**config.mk**
```make
export PLATFORM = sky130hd
export DESIGN_NAME = apb_request_arbiter
export DESIGN_NICKNAME = d
export VERILOG_FILES = /design/src/rtl/apb_request_arbiter.sv
export SDC_FILE = /design/constraint.sdc
export NUM_CORES = 1
export LEC_CHECK = 0
export ABC_AREA = 1
export CORE_AREA = 3 3 134 136
export CTS_BUF_LIST = sky130_fd_sc_hd__clkbuf_8 sky130_fd_sc_hd__clkbuf_16
export DETAILED_ROUTE_END_ITERATION = 10
export DIE_AREA = 0 0 137 139
export GPL_TIMING_DRIVEN = 0
export PLACE_DENSITY = 0.74
export SYNTH_ARGS = -nofsm -noshare
export SYNTH_HDL_FRONTEND = slang
export SYNTH_SLANG_ARGS = --single-unit
export TNS_END_PERCENT = 1
```
**constraint.sdc**
```tcl
create_clock -name pclk -period 2.45 [get_ports pclk]
set_input_delay 0.49 -clock pclk [delete_from_list [all_inputs] [get_ports pclk]]
set_output_delay 0.49 -clock pclk [all_outputs]
set_load 0.01 [all_outputs]
```
**src/rtl/apb_request_arbiter.sv**
```systemverilog
// apb_request_arbiter: round-robin arbiter sequencing NO_REQ requesters onto one APB_Master command port
module apb_request_arbiter #(
    parameter int DATA_WIDTH = 32,
    parameter int ADDR_WIDTH = 10,
    parameter int NO_SLAVES = 2,
    parameter int NO_REQ = 4,
    localparam int BYTES_PER_WORD = DATA_WIDTH / 8
) (
    input  logic                             pclk,
    input  logic                             preset_n,
    input  logic [NO_REQ-1:0]                req_valid,
    input  logic [NO_REQ*ADDR_WIDTH-1:0]     req_address,
    input  logic [NO_REQ*3-1:0]              req_protection,
    input  logic [NO_REQ*NO_SLAVES-1:0]      req_select,
    input  logic [NO_REQ-1:0]                req_read_write,
    input  logic [NO_REQ*DATA_WIDTH-1:0]     req_write_data,
    input  logic [NO_REQ*BYTES_PER_WORD-1:0] req_strobe,
    output logic [NO_REQ-1:0]                req_ready,
    output logic [NO_REQ-1:0]                rsp_valid,
    output logic [DATA_WIDTH-1:0]            rsp_read_data,
    output logic                             rsp_error,
    output logic                             master_transfer,
    output logic [ADDR_WIDTH-1:0]            master_address,
    output logic [2:0]                       master_protection,
    output logic [NO_SLAVES-1:0]             master_select,
    output logic                             master_read_write,
    output logic [DATA_WIDTH-1:0]            master_write_data,
    output logic [BYTES_PER_WORD-1:0]        master_strobe,
    input  logic [DATA_WIDTH-1:0]            slave_read_data,
    input  logic                             slave_error,
    input  logic                             slave_data_ready,
    output logic                             busy
);
    localparam int LW = $clog2(NO_REQ);
    typedef enum logic [1:0] {IDLE, ISSUE, WAIT} state_t;
    state_t                    state_q, state_d;
    logic [LW-1:0]             owner_q, owner_d, last_grant_q, last_grant_d, win;
    logic                      found;
    int                        idx;
    logic [NO_REQ-1:0]         req_ready_q, req_ready_d, rsp_valid_q, rsp_valid_d;
    logic [DATA_WIDTH-1:0]     rsp_read_data_q, rsp_read_data_d;
    logic                      rsp_error_q, rsp_error_d, transfer_q, transfer_d;
    logic [ADDR_WIDTH-1:0]     address_q, address_d;
    logic [2:0]                protection_q, protection_d;
    logic [NO_SLAVES-1:0]      select_q, select_d;
    logic                      read_write_q, read_write_d, busy_q, busy_d;
    logic [DATA_WIDTH-1:0]     write_data_q, write_data_d;
    logic [BYTES_PER_WORD-1:0] strobe_q, strobe_d;
    always_comb begin
        win = '0;
        found = 1'b0;
        idx = 0;
        for (int k = 1; k <= NO_REQ; k++) begin
            idx = int'(last_grant_q) + k;
            if (idx >= NO_REQ) idx = idx - NO_REQ;
            if (!found && req_valid[LW'(idx)]) begin
                win = LW'(idx);
                found = 1'b1;
            end
        end
    end
    always_comb begin
        state_d = state_q;
        owner_d = owner_q;
        last_grant_d = last_grant_q;
        address_d = address_q;
        protection_d = protection_q;
        select_d = select_q;
        read_write_d = read_write_q;
        write_data_d = write_data_q;
        strobe_d = strobe_q;
        rsp_read_data_d = rsp_read_data_q;
        rsp_error_d = rsp_error_q;
        transfer_d = 1'b0;
        req_ready_d = '0;
        rsp_valid_d = '0;
        if (state_q == IDLE && found) begin
            state_d = ISSUE;
            owner_d = win;
            last_grant_d = win;
            address_d = req_address[int'(win)*ADDR_WIDTH +: ADDR_WIDTH];
            protection_d = req_protection[int'(win)*3 +: 3];
            select_d = req_select[int'(win)*NO_SLAVES +: NO_SLAVES];
            read_write_d = req_read_write[win];
            write_data_d = req_write_data[int'(win)*DATA_WIDTH +: DATA_WIDTH];
            strobe_d = req_strobe[int'(win)*BYTES_PER_WORD +: BYTES_PER_WORD];
            transfer_d = 1'b1;
            req_ready_d = NO_REQ'(1) << win;
        end else if (state_q == ISSUE) begin
            state_d = WAIT;
        end else if (state_q == WAIT && slave_data_ready) begin
            state_d = IDLE;
            rsp_valid_d[owner_q] = 1'b1;
            rsp_read_data_d = slave_read_data;
            rsp_error_d = slave_error;
        end
        busy_d = state_d != IDLE;
    end
    always_ff @(posedge pclk or negedge preset_n) begin
        if (!preset_n) begin
            state_q <= IDLE;
            owner_q <= '0;
            last_grant_q <= LW'(NO_REQ - 1);
            address_q <= '0;
            protection_q <= '0;
            select_q <= '0;
            read_write_q <= 1'b0;
            write_data_q <= '0;
            strobe_q <= '0;
            rsp_read_data_q <= '0;
            rsp_error_q <= 1'b0;
            transfer_q <= 1'b0;
            req_ready_q <= '0;
            rsp_valid_q <= '0;
            busy_q <= 1'b0;
        end else begin
            state_q <= state_d;
            owner_q <= owner_d;
            last_grant_q <= last_grant_d;
            address_q <= address_d;
            protection_q <= protection_d;
            select_q <= select_d;
            read_write_q <= read_write_d;
            write_data_q <= write_data_d;
            strobe_q <= strobe_d;
            rsp_read_data_q <= rsp_read_data_d;
            rsp_error_q <= rsp_error_d;
            transfer_q <= transfer_d;
            req_ready_q <= req_ready_d;
            rsp_valid_q <= rsp_valid_d;
            busy_q <= busy_d;
        end
    end
    assign req_ready = req_ready_q;
    assign rsp_valid = rsp_valid_q;
    assign rsp_read_data = rsp_read_data_q;
    assign rsp_error = rsp_error_q;
    assign master_transfer = transfer_q;
    assign master_address = address_q;
    assign master_protection = protection_q;
    assign master_select = select_q;
    assign master_read_write = read_write_q;
    assign master_write_data = write_data_q;
    assign master_strobe = strobe_q;
    assign busy = busy_q;
endmodule
```
== After elaboration in Yosys (flattened, before gate mapping) ==
Cells that the tools add are included.
Word-level totals
  flip-flop bits (word level): 101
  input bits: 248
  output and inout bits: 95
  logic and storage cells: 94
Operators by class
  add/subtract/negate cells: 8
  multiply operators: 2
  order comparisons: 11
  equal/unequal tests: 2
  shift operators: 6
  multiplexer cells: 36
  bitwise logic cells: 2
  reduce and logical (&&, ||, !) cells: 12
Operators with widths (number)
  $shiftx A128 B8 Y32: 1
  $shiftx A40 B7 Y10: 1
  $mux W2: 11
  $lt A2 B4 Y1 const B: 4
  $mux W4: 4
  $shiftx A16 B5 Y4: 1
  $mux W1: 15
  $shiftx A12 B5 Y3: 1
  $bmux W1 S2: 5
  $ge A3 B3 Y1 const B: 3
  $shiftx A8 B4 Y2: 1
  $sub A2 B1 Y2 const B: 4
  $add A2 B2 Y3 const B: 2
  $logic_and A1 B1 Y1: 6
  $lt A2 B3 Y1 const B: 2
  $mul A2 B3 Y5 const B: 1
  $add A2 B3 Y4 const B: 1
  $ge A4 B3 Y1 const B: 1
  $mul A2 B2 Y4 const B: 1
  $shl A1 B2 Y4 const A: 1
  $add A2 B1 Y3 const B: 1
  $logic_not A1 Y1: 3
  $reduce_and A3 Y1: 1
  $demux W1 S2: 1
  other kinds (6): 7

== Depth between registers and ports, before layout ==
Gate-level depths: netlist of the first run.
  depth after elaboration: 19
  gate-level depth with buffers: 18
  depth with buffers taken out: 15

== Worst setup path before layout of the first run ==
No wires, ideal clock.
  path kind: reg2reg
  start: register last_grant_q[0]
  end: register address_q[0] (netlist: master_address[0])
  setup time: 0.130 ns
  arrival: 1.906 ns
  required time: 2.320 ns
  setup slack: 0.414 ns
  cell stages (with the launch flop): 15
  buffers on the path: 2
  period minus slack after synthesis: 2.036 ns
  cell sequence: dfstp_2 -> buf_4 -> inv_4 -> nand2_1 -> nand2_1 -> nand2_1 -> nand2_1 -> nor2_4 -> nand3_2 -> nand2_4 -> nand2_4 -> clkbuf_1 -> or2_2 -> nand3_1 -> nand3_1
Between the ends
  word-level cells in the longest chain between the ends: 18
  elaborated cells on any way between the ends: 45
  classes of those cells: add/sub (8); mul (1); order compare (4); shift (1); mux (24); reduce/logical (7)
Ends and longest elaborated chain
  start, declared: line 37  | logic [LW-1:0] owner_q, owner_d, last_grant_q, last_grant_d, win;
  start signal, assigned: line 103  | last_grant_q <= LW'(NO_REQ - 1);
  start signal, assigned: line 119  | last_grant_q <= last_grant_d;
  $add A2 B1 Y3: line 54  | idx = int'(last_grant_q) + k;
  $ge A3 B3 Y1 or $sub A2 B1 Y2 (tied branches): line 55  | if (idx >= NO_REQ) idx = idx - NO_REQ;
  $mux W2: line 55
  $bmux W1 S2: line 56  | if (!found && req_valid[LW'(idx)]) begin
  $mux W1 (implied by the code) (2 in series): line 56
  $mux W1: line 56
  $logic_not A1 Y1: line 56
  $logic_and A1 B1 Y1: line 56
  $mux W1: line 56
  $logic_not A1 Y1: line 56
  $logic_and A1 B1 Y1: line 56
  $mux W1: line 56
  $logic_not A1 Y1: line 56
  $logic_and A1 B1 Y1: line 56
  $mux W2: line 56
  $mul A2 B3 Y5: line 81  | address_d = req_address[int'(win)*ADDR_WIDTH +: ADDR_WIDTH];
  $shiftx A40 B7 Y10: line 81
  end signal, assigned: line 120  | address_q <= address_d;
  end, declared: line 43  | logic [ADDR_WIDTH-1:0] address_q, address_d;
Several ways; a longest one is shown, not always the timed one. The select of a mux whose other input is x is not followed.
A chain may end at the register's enable or synchronous reset.

== Final worst setup path of the first run ==
  start: register last_grant_q[0]
  end: register write_data_q[18] (netlist: master_write_data[18])
Between the ends
  word-level cells in the longest chain between the ends: 17
  elaborated cells on any way between the ends: 44
  classes of those cells: add/sub (8); order compare (4); shift (1); mux (24); reduce/logical (7)
Ends and longest elaborated chain
  $add A2 B1 Y3: line 54
  $ge A3 B3 Y1 or $sub A2 B1 Y2 (tied branches): line 55
  $mux W2: line 55
  $bmux W1 S2: line 56
  $mux W1 (implied by the code) (2 in series): line 56
  $mux W1: line 56
  $logic_not A1 Y1: line 56
  $logic_and A1 B1 Y1: line 56
  $mux W1: line 56
  $logic_not A1 Y1: line 56
  $logic_and A1 B1 Y1: line 56
  $mux W1: line 56
  $logic_not A1 Y1: line 56
  $logic_and A1 B1 Y1: line 56
  $mux W2 or $mux W1 (tied branches): line 56
  $shiftx A128 B8 Y32 or $logic_and A1 B1 Y1 (tied branches): line 85, 77
  end signal, assigned: line 124  | write_data_q <= write_data_d;
  end, declared: line 47  | logic [DATA_WIDTH-1:0] write_data_q, write_data_d;
Several ways; a longest one is shown, not always the timed one. The select of a mux whose other input is x is not followed.

==> out/results.txt, run 1 <==
CTS tree: done
Buffers added on ports: 342
Horiz. Die Dim: 137 um
Most frequent cells in the layout: clkdlybuf4s50_1, nand2_1, inv_1
Wire per inst: 16.12 um
Average size of a mapped cell: 7.143 um2
Gr ovfl total: 0
CP arrival: 2.61 ns
Residual DRC: 0
Vias in the first global route: 6,841
Distinct cells, synth: 26
ANT nets after route: 0
Starting Density: 36.14%
CORE AREA: 17,060 um2
Area delta synth->final: 67.71%
Clock latency on the worst-skew pair: 0.36 ns
GRT Resource Usage Total: 24.43%
Final HPWL DP: 18.59 mm
Kind of cell adding the most delay to the critical path: simple AND/OR/NAND/NOR gates
Crit path capture type: flip-flop
Initial antenna violation count: 0
Die Area: 19,040 um2
Commonest non-fill, non-tap cell in the layout: clkdlybuf4s50_1
Row cnt: 48
Maximum VDD drop: 0.3462 mV
Buffers & Inverters on Critical Path: 5
Drt first pass iters: 4
Power per cell area: 383.8 nW/um2
Netlist Area Pre-Place: 6165 um2
Routed WL: 23.40 mm
Max-cap violation count: 0
Number of DRC markers in iteration 0: 365
Clock sinks: 101
Final worst path period need: 2.379 ns
Layout Nets: 1,470
Final Cycle Share: 97.10%
Place WS: -0.3374 ns
Clock root buffer master: clkbuf_16
Pwr Total: 0.003968 W
Slowest cell on crit path: dfstp_2
Syn. warnings: 0
Final hold vios: 0
CTS Buf Count: 9
HP Class: input pin to async pin
Cell mode on critical path: nand2_1
Routability Congestion: 0.9523
Share of cells above drive strength 1: 9.943%
Die Y: 139 um
# hold bufs at CTS: 0
Slew margin rel.: 53.09%
Antenna diodes: 0
Max stage delay on crit path: 0.53 ns
Critical path type: flip-flop to flip-flop
CP max FO: 10
Clk_skew: 0.01128 ns
Max Clk Rate: 420.3 MHz
Post-placement cell count: 1,431
H-Tree Depth: 3
RSZ-0062 raised after global routing: yes
Worst path required time: 2.68 ns
Layout Cells excl Fill: 1,452
Slew Limit Fails: 0
Worst path cell trace: buf_6 -> inv_4 -> nand2_1 -> nand2_1 -> nand2_1 -> nand2_2 -> inv_1 -> nand2_1 -> nor2_2 -> nand2_4 -> nand2_8 -> buf_12 -> buf_6 -> nand2_1 -> o211ai_1 -> nand3_1
Setup Total Neg Slack: 0 ns
Clock transition at the registers of the reported paths: 0.07 ns
# setup viols final: 0
Measured slew at the worst slew-check pin: 0.7036 ns
Seq/Total Area, Yosys: 41.04%
Clk buf depth: 2
Placed inst area: 9894 um2
Leakage: 5.348 nW
Final instance area: 10,340 um2
Mapped Nets: 1,111
First-pass GRT wire length: 36.55 mm
CP startpoint kind: flip-flop
Top Ports: 343
Vias post-DR: 6,720
Synth Instances: 863
Status: completed
Largest net degree at the start of global routing: 55
Fin worst setup slack: 0.07098 ns
Synth Register Bits: 101
Drt via density: 4.628
==> power breakdown <==
| group | internal [W] | switching [W] | leakage [nW] | total [W] |
|---|---|---|---|---|
| clock network | 0.000751 | 0.000716 | 0.147 | 0.00147 |
| registers | 0.00167 | 0 | 1.38 | 0.00167 |
| logic | 0.000497 | 0.000338 | 3.82 | 0.000835 |
| total | 0.00291 | 0.00105 | 5.35 | 0.00397 |
==> metal layers <==
metal | part of all wire (%) | GRT usage, % | wire length [um]
met1 | 40 | 29.30 | 9380
met2 | 49 | 42.03 | 11370
met3 | 9.4 | 7.221 | 2208
met4 | 1.9 | 7.248 | 440
met5 | 0 | 0 | 0
==> synthesized netlist by cell type <==
library cell	count	area share (%)
dfrtp_1	99	40
buf_1	4	0.24
o21ai_0	5	0.41
o211ai_1	26	3.2
buf_2	13	1.1
inv_1	168	10
or2_2	4	0.41
dfstp_2	2	0.85
clkbuf_1	19	1.2
nand3_1	162	13
nor2_4	2	0.37
nand2_1	266	16
nor3_1	5	0.41
nor2_1	4	0.24
inv_4	1	0.10
inv_2	2	0.12
buf_6	4	0.73
buf_4	9	1.1
nand2_4	2	0.37
mux2_2	33	6.0
nand3_2	3	0.49
nand2_2	2	0.20
a31oi_1	1	0.10
nor2_2	2	0.20
or2_1	23	2.3
a21oi_1	2	0.16
==> worst paths after layout <==
check / startpoint / to / slack (ns) / cells past startpoint
max: last_grant_q[0]$_DFFE_PN1P_ / master_write_data[18]$_DFFE_PN0P_ / 0.07 / 16
min: preset_n / master_write_data[19]$_DFFE_PN0P_ / 0.16 / 1
max reg2reg: last_grant_q[0]$_DFFE_PN1P_ / master_write_data[18]$_DFFE_PN0P_ / 0.07 / 16
min reg2reg: owner_q[1]$_DFFE_PN0P_ / rsp_valid[0]$_DFF_PN0_ / 0.46 / 1
max in group asynchronous: preset_n / last_grant_q[1]$_DFFE_PN1P_ / 1.53 / 2
min in group pclk: owner_q[1]$_DFFE_PN0P_ / rsp_valid[0]$_DFF_PN0_ / 0.46 / 1
==> flip-flops by register name, indices dropped and copies added, names as in the netlist <==
signal,count
master_write_data,32
rsp_read_data,32
master_address,10
master_strobe,4
req_ready,4
rsp_valid,4
master_protection,3
last_grant_q,2
master_select,2
owner_q,2
state_q,2
busy,1
master_read_write,1
master_transfer,1
rsp_error,1
==> what timing repair did <==
item,4_1_cts,5_1_grt
pin swaps,2,9
gates cloned,0,0
setup endpoints to repair,33,58
setup buffers,2,3
gates resized for setup,4,55
==> area by class of cell <==
type                            instances  area (um2)
Buffer                                 49       334.1
Clock buffer                           10       239.0
Clock inverter                          6       61.31
Fill cell                            1601        6718
Inverter                              171       646.9
Multi-Input combinational cell        542        2760
Sequential cell                       101        2530
Tap cell                              225       281.5
Timing Repair Buffer                  348        3486
==> kinds of logic (layout without fill, tap and decap cells) <==
logic type	count (synthesis)	in the layout	share of synthesized area, %
and+or+nand+nor	475	475	34.36
buffers and inverters	220	584	14.73
DFF	101	101	41.04
AOI/OAI and AO/OA	34	34	3.836
muxes	33	33	6.028
==> worst register-to-register path, delay by kind of cell (launching register included) <==
family	cells	cell delay, ns
compound gates	1	0.14
flops	1	0.53
simple gates	10	1.01
buf+inv	5	0.59
==> stage by stage <==
stage | util, % | hold WS, ns
floorplan | - | 0.1944
finish | 60.61 | 0.1616
detailed placement | 58.01 | 0.4499
global route | 60.61 | 0.2063
CTS | 59.93 | 0.1879
global placement | 57.86 | 0.4437
No activity file was read; power rests on OpenSTA's default activity.
==> run 2: changes to the inputs <==
--- a/config.mk
+++ b/config.mk
@@ -5,13 +5,13 @@
 export SDC_FILE = /design/constraint.sdc
 export NUM_CORES = 1
 export LEC_CHECK = 0
-export ABC_AREA = 1
-export CORE_AREA = 3 3 134 136
+export CORE_AREA = 3 3 133 135
 export CTS_BUF_LIST = sky130_fd_sc_hd__clkbuf_8 sky130_fd_sc_hd__clkbuf_16
 export DETAILED_ROUTE_END_ITERATION = 10
-export DIE_AREA = 0 0 137 139
+export DIE_AREA = 0 0 136 138
+export DONT_BUFFER_PORTS = 1
 export GPL_TIMING_DRIVEN = 0
-export PLACE_DENSITY = 0.74
+export PLACE_DENSITY = 0.46
 export SYNTH_ARGS = -nofsm -noshare
 export SYNTH_HDL_FRONTEND = slang
 export SYNTH_SLANG_ARGS = --single-unit
==> run 2 against run 1 <==
Net effect: the run now ends with hold timing left; combinational power grew to 3.7 times the previous value; first-iteration DRC count shrank 42%; total power grew 100%; sequential share of layout area grew 17 points.
==> out/results.txt, run 2 <==
Setup Total Neg Slack: 0 ns (unchanged)
Failing checks: hold timing
Wire per inst: 22.37 um (+39%)
Crit path capture type: flip-flop
Die Area: 18,770 um2 (-1.4%)
Max-cap violation count: 0 (unchanged)
Ys flop type: dfrtp_1
Layout Nets: 864 (-41%)
CTS Buf Count: 9 (unchanged)
Final Cycle Share: 94.20% (-2.9 points)
Post-synth top cells: nand2_1, dfrtp_1, a21o_1
Area delta synth->final: 10.53%
Sequential Area: 2530 um2 (unchanged)
Residual DRC: 0 (unchanged)
Synth Register Bits: 101 (unchanged)
CP startpoint kind: flip-flop
Drt first pass iters: 5 (+1)
Net Sw Frac: 43.98% (+17 points)
Measured slew at the worst slew-check pin: 0.5151 ns (-0.1885 ns)
Layout fillers: 1,701 (+6.2%)
Final worst path period need: 2.308 ns (-0.07119 ns)
Fin worst setup slack: 0.1422 ns (+0.07119 ns)
Syn. warnings: 0 (unchanged)
Routed WL: 18.79 mm (-20%)
Yosys top cell area share: 44.53% (+4.3 points)
Fin Hold WS: -0.1704 ns (-0.3319 ns)
Distinct cells, synth: 40 (+54%)
Average size of a mapped cell: 9.195 um2 (+29%)
CTS tree: done
Clk buf depth: 2 (unchanged)
Starting Density: 33.54% (-2.6 points)
Synth area leader: dfrtp_1
Clk_skew: 0.008328 ns (-0.002953 ns)
Antenna diodes: 0 (unchanged)
Synth Instances: 605 (-30%)
Initial antenna violation count: 0 (unchanged)
Top cells by area in the synthesized netlist: dfrtp_1, nand2_1, mux2i_1
Buffers added on ports: 0 (-100%)
Top Ports: 343 (unchanged)
Netlist Area Pre-Place: 5563 um2 (-9.8%)
Clock sinks: 101 (unchanged)
Place WS: 0.08770 ns (+0.4251 ns)
Int Power: 0.004435 W (+52%)
Slew Limit Fails: 0 (unchanged)
Vias post-DR: 4,661 (-31%)
Die Y: 138 um (-0.72%)
Mapped Nets: 853 (-23%)
Seq/Total Area, Yosys: 45.48% (+4.4 points)
First-pass GRT wire length: 28.14 mm (-23%)
Most frequent cell after synthesis: nand2_1
Most frequent cells in the layout: nand2_1, dfrtp_1, a21o_1
Seq pwr share: 42.9% (+0.9 points)
CORE AREA: 16,580 um2 (-2.8%)
ANT nets after route: 0 (unchanged)
Multi-input gate area: 2750 um2 (-0.36%)
CP arrival: 2.53 ns (-0.08 ns)
Leakage: 2.808 nW (-47%)
Maximum VDD drop: 0.4091 mV (+18%)
Clock transition at the registers of the reported paths: 0.07 ns (about the same)
Critical path type: flip-flop to flip-flop
Clock root buffer master: clkbuf_16
Clock latency on the worst-skew pair: 0.35 ns (about the same)
HP Class: input pin to async pin
Asr flop ratio synth: 100.0% (unchanged)
Largest net degree at the start of global routing: 102 (+85%)
GRT Resource Usage Total: 19.26% (-5.2 points)
Max Clk Rate: 433.3 MHz (+3.1%)
Gr ovfl total: 0 (unchanged)
Drt via density: 5.549 (+20%)
Vias in the first global route: 4,761 (-30%)
# setup viols final: 0 (unchanged)
Power per cell area: 1288 nW/um2 (+240%)
Commonest non-fill, non-tap cell in the layout: nand2_1
Final HPWL DP: 14.19 mm (-24%)
EDFF count, synth: 0 (unchanged)
Number of DRC markers in iteration 0: 210 (-42%)
Status: complete, but fails checks
Share of cells above drive strength 1: 10.16% (+0.22 points)
Combinational share of power: 39.1% (+18 points)
Horiz. Die Dim: 136 um (-0.73%)
Row cnt: 47 (-2.1%)
Net Sw Power: 0.003482 W (+230%)
Routability Congestion: 0.8318 (-13%)
CP max FO: 10 (unchanged)
H-Tree Depth: 3 (unchanged)
Worst path required time: 2.67 ns (about the same)
RSZ-0062 raised after global routing: no
Clock power frac: 18.0% (-19 points)
Slew margin rel.: 65.66% (+13 points)
Final hold vios: 99 (+99)
Setup repair bufs after CTS: 0 (-2)
## run 2: layout make-up
| cell class | count | share of cell area, % |
|---|---|---|
| sequential | 101 | 41.15 |
| clock buffer | 10 | 3.887 |
| inverter | 3 | 0.1832 |
| multi-input combinational | 451 | 44.73 |
| tap | 220 | 4.477 |
| clock inverter | 5 | 0.8344 |
| buffer | 50 | 4.742 |
## run 2: cell families (layout without fill, tap and decap cells)
logic type	count (synthesis)	in the layout	synth area share (%)
buf+inv	53	68	5.421
flops	101	101	45.48
mux	53	53	9.762
compound gates	167	167	21.75
simple gates	231	231	17.59
## run 2: critical path: stages, from the launching register on
cell and delay, ns:
dfstp_2 0.52, buf_4 0.18, mux2i_4 0.32, o2bb2ai_4 0.18, clkbuf_1 0.27, o21ai_0 0.42, a21o_1 0.19, o211ai_1 0.08
## run 2: worst paths after layout
path	startpoint	end	slack, ns	cells past startpoint
worst min register to register	owner_q[1]$_DFFE_PN0P_	rsp_valid[1]$_DFF_PN0_	0.50	1
worst max-delay path	last_grant_q[1]$_DFFE_PN1P_	master_address[5]$_DFFE_PN0P_	0.14	7
min in group pclk	slave_read_data[27]	rsp_read_data[27]$_DFFE_PN0P_	0.24	2
max in group asynchronous	preset_n	last_grant_q[1]$_DFFE_PN1P_	2.34	0
worst max register to register	last_grant_q[1]$_DFFE_PN1P_	master_address[5]$_DFFE_PN0P_	0.14	7
worst min-delay path	preset_n	master_write_data[22]$_DFFE_PN0P_	-0.17	0
## run 2: per-stage QoR
| step | power, W | area (um2) | util [%] | instances |
|---|---|---|---|---|
| 2_1_floorplan | 0.005603 | 5563 | - | 605 |
| 3_3_place_gp | 0.006481 | 5838 | 35.20 | 825 |
| 3_5_place_dp | 0.006563 | 5838 | 35.20 | 825 |
| 4_1_cts | 0.008018 | 6128 | 36.95 | 840 |
| 5_1_grt | 0.008535 | 6148 | 37.08 | 840 |
| 6_report | 0.007917 | 6148 | 37.08 | 840 |
## run 2: power groups by stage
| stage | Sequential (W) | Clock, W | Combinational, W |
|---|---|---|---|
| 6_report | 0.00340 | 0.00143 | 0.00309 |
| 5_1_grt | 0.00349 | 0.00155 | 0.00350 |
| 4_1_cts | 0.00342 | 0.00148 | 0.00312 |
| 3_5_place_dp | 0.00344 | 0 | 0.00313 |
| 3_3_place_gp | 0.00344 | 0 | 0.00304 |
| 2_1_floorplan | 0.00319 | 0 | 0.00241 |
## run 2: what timing repair did
item / 4_1_cts / 5_1_grt
setup endpoints to repair: 0 / 14
hold endpoints to repair: 101 / 99
resized for setup: 0 / 4
## run 2: layer usage
metal / vias up / GRT usage, % / wire length, um
li1: 2141 / - / -
met5: - / 0 / 0
met4: 0 / 5.199 / 324
met1: 2255 / 24.10 / 7664
met3: 27 / 6.795 / 1809
met2: 238 / 31.55 / 8996
